<file path="config.mk">
export PLATFORM = sky130hd
export DESIGN_NAME = board_writer
export DESIGN_NICKNAME = d
export VERILOG_FILES = /design/src/rtl/board_writer.sv
export SDC_FILE = /design/constraint.sdc
export NUM_CORES = 1
export LEC_CHECK = 0
export CAP_MARGIN = 20
export CORE_MARGIN = 5
export CORE_UTILIZATION = 50
export CTS_CLUSTER_DIAMETER = 50
export CTS_CLUSTER_SIZE = 28
export DETAILED_ROUTE_END_ITERATION = 10
export GPL_ROUTABILITY_DRIVEN = 0
export PLACE_DENSITY = 0.77
export SLEW_MARGIN = 20
export SYNTH_ARGS = -nofsm -noshare
export SYNTH_HDL_FRONTEND = slang
export SYNTH_SLANG_ARGS = --single-unit
</file>
<file path="constraint.sdc">
create_clock -name freq -period 6.7 [get_ports freq]
set_input_delay 1.34 -clock freq [delete_from_list [all_inputs] [get_ports freq]]
set_output_delay 1.34 -clock freq [all_outputs]
set_load 0.03 [all_outputs]
</file>
<file path="src/rtl/board_writer.sv">
// Tic-tac-toe board writer: debounced key presses mark cells, then a one-cycle CHECK resolves win/draw/turn.
// Latency: press event at cycle E writes board at edge E+1; turn/winner/game_over follow at edge E+2.
// Backpressure: none; presses arriving during CHECK are dropped, refused presses pulse reject.
module board_writer #(
    parameter int TICK_DIV = 25000,
    parameter int DEB_LEN  = 3
) (
    input  logic        freq,
    input  logic        rst,
    input  logic [8:0]  key,
    input  logic        clr_key,
    output logic [17:0] board,
    output logic        turn,
    output logic [1:0]  winner,
    output logic        game_over,
    output logic        move_done,
    output logic        reject
);

    localparam int CW = (TICK_DIV > 1) ? $clog2(TICK_DIV) : 1;

    typedef enum logic [1:0] {
        PLAY  = 2'd0,
        CHECK = 2'd1,
        OVER  = 2'd2
    } state_t;

    logic [CW-1:0]      cnt;
    logic               tick;
    logic [9:0]         raw_s1, raw_s2;
    logic [DEB_LEN-1:0] hist     [10];
    logic [DEB_LEN-1:0] hist_nxt [10];
    logic [9:0]         lvl;
    logic [9:0]         evt;
    logic [8:0]         cell_evt;
    logic               clr_evt;

    state_t      state, state_nxt;
    logic [17:0] board_nxt;
    logic        turn_nxt;
    logic [1:0]  winner_nxt;
    logic        move_done_nxt, reject_nxt;

    logic [3:0]  cell_idx;
    logic        single_evt;
    logic [1:0]  mark;
    logic [8:0]  own;
    logic        line_win;
    logic        full;

    assign tick = (cnt == CW'(TICK_DIV - 1));

    always_comb begin
        for (int i = 0; i < 10; i++) begin
            hist_nxt[i] = (hist[i] << 1) | DEB_LEN'(raw_s2[i]);
        end
    end

    // Raw buttons are asynchronous to freq, so they pass a two-flop synchroniser before sampling.
    always_ff @(posedge freq or negedge rst) begin
        if (!rst) begin
            cnt    <= '0;
            raw_s1 <= '0;
            raw_s2 <= '0;
            lvl    <= '0;
            evt    <= '0;
            for (int i = 0; i < 10; i++) begin
                hist[i] <= '0;
            end
        end else begin
            raw_s1 <= {clr_key, key};
            raw_s2 <= raw_s1;
            cnt    <= tick ? '0 : cnt + CW'(1);
            evt    <= '0;
            if (tick) begin
                for (int i = 0; i < 10; i++) begin
                    hist[i] <= hist_nxt[i];
                    if (&hist_nxt[i]) begin
                        lvl[i] <= 1'b1;
                        evt[i] <= ~lvl[i];
                    end else if (~|hist_nxt[i]) begin
                        lvl[i] <= 1'b0;
                    end
                end
            end
        end
    end

    assign cell_evt   = evt[8:0];
    assign clr_evt    = evt[9];
    assign single_evt = (cell_evt != 9'd0) && ((cell_evt & (cell_evt - 9'd1)) == 9'd0);

    always_comb begin
        cell_idx = 4'd0;
        for (int i = 0; i < 9; i++) begin
            if (cell_evt[i]) cell_idx = 4'(i);
        end
    end

    // In CHECK, turn still names the player who just moved.
    assign mark = {turn, ~turn};

    always_comb begin
        full = 1'b1;
        for (int i = 0; i < 9; i++) begin
            own[i] = (board[2*i +: 2] == mark);
            if (board[2*i +: 2] == 2'd0) full = 1'b0;
        end
    end

    assign line_win = (own[0] & own[1] & own[2]) | (own[3] & own[4] & own[5]) |
                      (own[6] & own[7] & own[8]) | (own[0] & own[3] & own[6]) |
                      (own[1] & own[4] & own[7]) | (own[2] & own[5] & own[8]) |
                      (own[0] & own[4] & own[8]) | (own[2] & own[4] & own[6]);

    always_comb begin
        state_nxt     = state;
        board_nxt     = board;
        turn_nxt      = turn;
        winner_nxt    = winner;
        move_done_nxt = 1'b0;
        reject_nxt    = 1'b0;
        if (clr_evt) begin
            state_nxt  = PLAY;
            board_nxt  = '0;
            turn_nxt   = 1'b0;
            winner_nxt = 2'd0;
        end else begin
            case (state)
                PLAY: begin
                    if (cell_evt != 9'd0) begin
                        if (single_evt && (board[2*cell_idx +: 2] == 2'd0)) begin
                            board_nxt[2*cell_idx +: 2] = mark;
                            move_done_nxt              = 1'b1;
                            state_nxt                  = CHECK;
                        end else begin
                            reject_nxt = 1'b1;
                        end
                    end
                end
                CHECK: begin
                    if (line_win) begin
                        winner_nxt = mark;
                        state_nxt  = OVER;
                    end else if (full) begin
                        winner_nxt = 2'd3;
                        state_nxt  = OVER;
                    end else begin
                        turn_nxt  = ~turn;
                        state_nxt = PLAY;
                    end
                end
                OVER: begin
                    if (cell_evt != 9'd0) reject_nxt = 1'b1;
                end
                default: state_nxt = PLAY;
            endcase
        end
    end

    always_ff @(posedge freq or negedge rst) begin
        if (!rst) begin
            state     <= PLAY;
            board     <= '0;
            turn      <= 1'b0;
            winner    <= 2'd0;
            move_done <= 1'b0;
            reject    <= 1'b0;
        end else begin
            state     <= state_nxt;
            board     <= board_nxt;
            turn      <= turn_nxt;
            winner    <= winner_nxt;
            move_done <= move_done_nxt;
            reject    <= reject_nxt;
        end
    end

    assign game_over = (state == OVER);

endmodule

</file>
# Yosys cells after proc, flatten, opt, wreduce, memory -nomap -nowiden
# Index checks and enable logic that the tools add are counted.
[word_totals]
regBits = 100
inputBits = 12
[op_classes]
add_sub_neg = 3
eq_ne = 27
shift = 3
muxes = 77
n_bitwise = 45
reduce_logical = 54
[ops]
columns = ["operator", "count"]
rows = [
  ["$mux W18", 4],
  ["$mux W1", 52],
  ["$reduce_and A3 Y1", 13],
  ["$neg A5 Y34", 1],
  ["$shift A2 B34 Y18 const A", 1],
  ["$shiftx A2 B34 Y18", 1],
  ["$or A3 B1 Y3", 10],
  ["$reduce_or A3 Y1", 10],
  ["$mux W4", 7],
  ["$ne A2 B2 Y1 const B", 12],
  ["$logic_not A2 Y1", 11],
  ["$reduce_and A2 Y1", 11],
  ["$bwmux W18", 1],
  ["$eq A2 B2 Y1", 9],
  ["$mux W2", 9],
  ["$shiftx A18 B6 Y2", 1],
  ["$and A1 B1 Y1", 16],
  ["$add A15 B1 Y15 const B", 1],
  ["$eq A15 B15 Y1 const B", 1],
  ["$mux W15", 1],
  ["$not A1 Y1", 11],
  ["$mux W10", 1],
  ["$and A9 B9 Y9", 1],
  ["$logic_not A9 Y1", 1],
  ["other kinds (12)", 23],
]

# Longest topological paths before layout
[logic_depth]
depth_word = 15
ltp_mapped = 12
ltp_nobuf = 11

# Least setup slack after synthesis
# No wires, ideal clock.
[synth_path]
kind = "register to register"
start = "reg evt[4]"
end = "reg board[10]"
setup_ns = 0.079
arrival_ns = 2.719
required_ns = 6.621
slack_ns = 3.901
path_stages_with_launch = 12
path_buffers = 1
cell_sequence = "dfrtp_1 > buf_6 > nor3b_1 > a211o_1 > nor2_4 > nor2_1 > ha_1 > or3b_2 > a21oi_1 > inv_1 > nor4_2 > mux2i_1"
[synth_between]
elab_chain_len = 12
word_cells_on_any_way = 24
cone_classes = "add/sub (2); shift (3); mux (10); bitwise (1); reduce/logical (8)"
[synth_rtl]
columns = ["item", "line_no", "source"]
rows = [
  ["start: declaration", "34", "logic [9:0] evt;"],
  ["start signal: indexed assignment", "80", "evt[i] <= ~lvl[i];"],
  ["$mux W4 (5 in series)", "96", "if (cell_evt[i]) cell_idx = 4'(i);"],
  ["$neg A5 Y34", "133", "board_nxt[2*cell_idx +: 2] = mark;"],
  ["$shiftx A2 B34 Y18 / $shift A2 B34 Y18 (equally long branches)", "133", ""],
  ["$bwmux W18", "133", ""],
  ["$mux W18", "132", "if (single_evt && (board[2*cell_idx +: 2] == 2'd0)) begin"],
  ["$mux W18", "131", "if (cell_evt != 9'd0) begin"],
  ["$mux W18", "129", "case (state)"],
  ["$mux W18", "123", "if (clr_evt) begin"],
  ["end signal: assignment", "171", "board <= board_nxt;"],
  ["end: declaration", "12", "output logic [17:0] board,"],
]
# Several ways; a longest one is shown, not always the timed one. The select of a mux whose other input is x is not followed.
# A chain may end at the register's enable or synchronous reset.

# Worst setup path after layout
[layout_path]
start = "reg turn"
end = "out turn"
[layout_rtl]
columns = ["item", "line_no", "source"]
rows = [
  ["start: declaration", "13", "output logic turn,"],
  ["start signal: assignment", "172", "turn <= turn_nxt;"],
]
# No word-level cell between the ends.

==> metrics.txt <==
fraction of layout cells with a size suffix above 1 12.0%; wire per inst 15.3 µm; Final period util 48.3%; wire length of the first global-routing pass 16500 µm; Total Routing Usage GR 17.7%; worst voltage drop across the vdd grid 0.000155 V; Post-Synthesis Cell Area 4770 µm²; setup bufs post-CTS 0; height of the chip 108 µm; actual slew at the worst max-slew pin 0.833 ns; Tightest Hold Check Type register to register; post-layout instance area 5410 µm²; critical path, cell by cell clkdlybuf4s50_1; largest fanout of any net on the critical path 21; Main synth FF type dfrtp_1; critical path startpoint category register; met2 usage 27.8%; final antenna-violating net count 0; post-CTS resize count 0; Buf+Inv Stages, Crit Path 1; Via Count 3548; post-synthesis cell type with the largest combined area dfrtp_1; Detailed Route WL 9540 µm; post-synth top area share 52.5%; clk_skew 0.0136 ns; count of mapped cells out of synthesis 455; Cell Area, Placed 5220 µm²; Avg Cell Area, Syn 10.5 µm²; ratio of total power to cell area 186 nW/µm²; number of different library cells in the post-synthesis netlist 61; met1 capacity usage during global routing 24.6%; overall die area 11600 µm²; CP Class register to output port; number of violations of the max-capacitance limit 0; leading cell types in the layout, fill and taps excluded 100 x dfrtp_1, 42 x nor2_1, 34 x clkdlybuf4s50_1; number of antenna violations at the first check in global routing 0; reg2reg path depth 10; pin count of the biggest net entering global routing 71; share of flip-flops with an asynchronous set or reset after synthesis 100%; fmax 309 MHz; final-report hold violation count 0; minimum clock period 3.23 ns; Worst-path clk slew 0.11 ns; CTS Buffer Depth 2; critical path data required time 5.36 ns; Setup Viol. Count Final 0; buffers added on ports 35; total leakage power 2.27 nW; number of violations reported at the end of detailed-routing iteration 0 224; Filler cells 799; Hold-fix buffers, CTS 0; total overflow reported by the global router 0; Row Count 35; post-layout net count 503; TritonRoute pass-1 iters 5; setup repair after global routing missed its margin no; CTS tree built; Post-Syn Nets 470; TritonCTS Buffers 9; sequential share of the synthesized area 52.5%; crit path max-delay cell type clkdlybuf4s50_1; vias in the first global route 3403; run status finished, final reports clean; Boundary Pins 36; H-tree depth reported by CTS 3; synth warn 0; most common cell after layout, fill and taps aside dfrtp_1; busiest layer in global routing met2; met3 track demand over resource 3.00%; Worst path depth 1; DPL Wire Length 6710 µm; endpoint kind of the worst setup timing path output port; core area 9280 µm²; Skew-Pair Late Insertion Delay 0.37 ns; TritonCTS Sinks 100; die boundary width 108 µm; drt drc 0; Cells on Worst Hold Path 0; leading cell types by total area after synthesis dfrtp_1 52%, mux2_2 5.0%, nor2_1 3.3%, a21oi_1 3.1%, nand2b_1 2.9%; layout-stage area growth over the synthesis result 13.6%; Arr. time, crit path 1.89 ns; starting density of the core 51.3%; root buffer cell clkbuf_8; Fin Setup TNS 0 ns; number of flops mapped to enable cells by yosys 0; number of diodes 0; post-detailed-route via-to-cell ratio 5.70; stage delay of the slowest cell on the critical path 0.79 ns; Final Slew Violations 0; flop and latch count out of synthesis 100; CP delay by family, top buffers and inverters; relative slew slack 44.5%
worst register-to-register path, cell delays in order, from the launching register on:
cell,delay (ns)
dfrtp_1,0.50
nor3b_1,0.20
a211o_1,0.34
nor2_4,0.25
nor2_1,0.09
ha_1,0.30
or3b_2,0.46
nor2_1,0.31
o2111a_1,0.31
nand3_1,0.11
and3b_1,0.21
cell type report:
cell class,count,area (µm²),share of cell area (%)
Sequential cell,100,2500,46.2
Inverter,18,70.1,1.29
Timing Repair Buffer,37,363,6.70
Multi-Input combinational cell,322,2120,39.2
Clock inverter,6,55.1,1.02
Tap cell,129,161,2.98
Clock buffer,10,138,2.54
stage by stage:
step | hold WS (ns) | util [%] | worst slack, ns | instances | power, mW
floorplan | 0.331 | - | 3.90 | 455 | 0.625
CTS | 0.359 | 58.3 | 3.44 | 622 | 1.02
detailed placement | 0.338 | 56.2 | 3.62 | 606 | 0.644
global placement | 0.333 | 56.2 | 3.73 | 606 | 0.644
finish | 0.358 | 58.3 | 3.47 | 622 | 1.01
global route | 0.369 | 58.3 | 3.36 | 622 | 1.05
final timing paths:
path	slack, ns	startpoint	to
min	0.36	raw_s1[9]$_DFF_PN0_	raw_s2[9]$_DFF_PN0_
max reg2reg	3.54	evt[4]$_DFF_PN0_	board[6]$_DFFE_PN0P_
max in group asynchronous	4.65	rst	hist[7]$_DFFE_PN0P_
min reg2reg	0.36	raw_s1[9]$_DFF_PN0_	raw_s2[9]$_DFF_PN0_
max	3.47	turn$_DFFE_PN0P_	turn
min in group asynchronous	0.89	rst	board[13]$_DFFE_PN0P_
cells by family (layout without fill, tap and decap cells):
| kind of cell | after synthesis | in the layout | share of synthesized area [%] |
|---|---|---|---|
| AOI/OAI and AO/OA | 75 | 75 | 10.4 |
| xor gates and xnor gates | 13 | 13 | 2.39 |
| adders and majority gates | 4 | 4 | 0.997 |
| buffers and inverters | 33 | 71 | 3.07 |
| DFF | 100 | 100 | 52.5 |
| muxes | 33 | 33 | 7.59 |
| and+or+nand+nor | 197 | 197 | 23.1 |
power by group:
group          switching [mW]  internal (mW)
Clock                   0.225          0.153
Sequential            0.00312          0.609
Combinational          0.0123        0.00663
Yosys cell counts (all sizes together) (6+ instances only):
cell type / count
nor3b: 13
nand2: 33
nor4: 7
inv: 18
xor2: 10
nor3: 13
clkbuf: 9
a21oi: 30
o21ai: 8
nand3: 22
nor2: 44
mux2: 22
buf: 6
nand2b: 22
dfrtp: 100
mux2i: 11
or3b: 6
nand4: 8
and3: 6
o22ai: 8
o31ai: 7
registers in the layout, summed over array words and instances (netlist names), 2 cells and up:
register  flops
board        18
cnt          15
evt          10
hist         20
lvl          10
raw_s1       10
raw_s2       10
state         2
winner        2
metal layers:
| metal | up-vias | part of all wire (%) |
|---|---|---|
| met3 | 16 | 6.5 |
| met5 | - | 0 |
| met1 | 1729 | 44 |
| met2 | 113 | 47 |
| met4 | 0 | 2.0 |
| li1 | 1690 | - |
No activity file was read; power rests on OpenSTA's default activity.
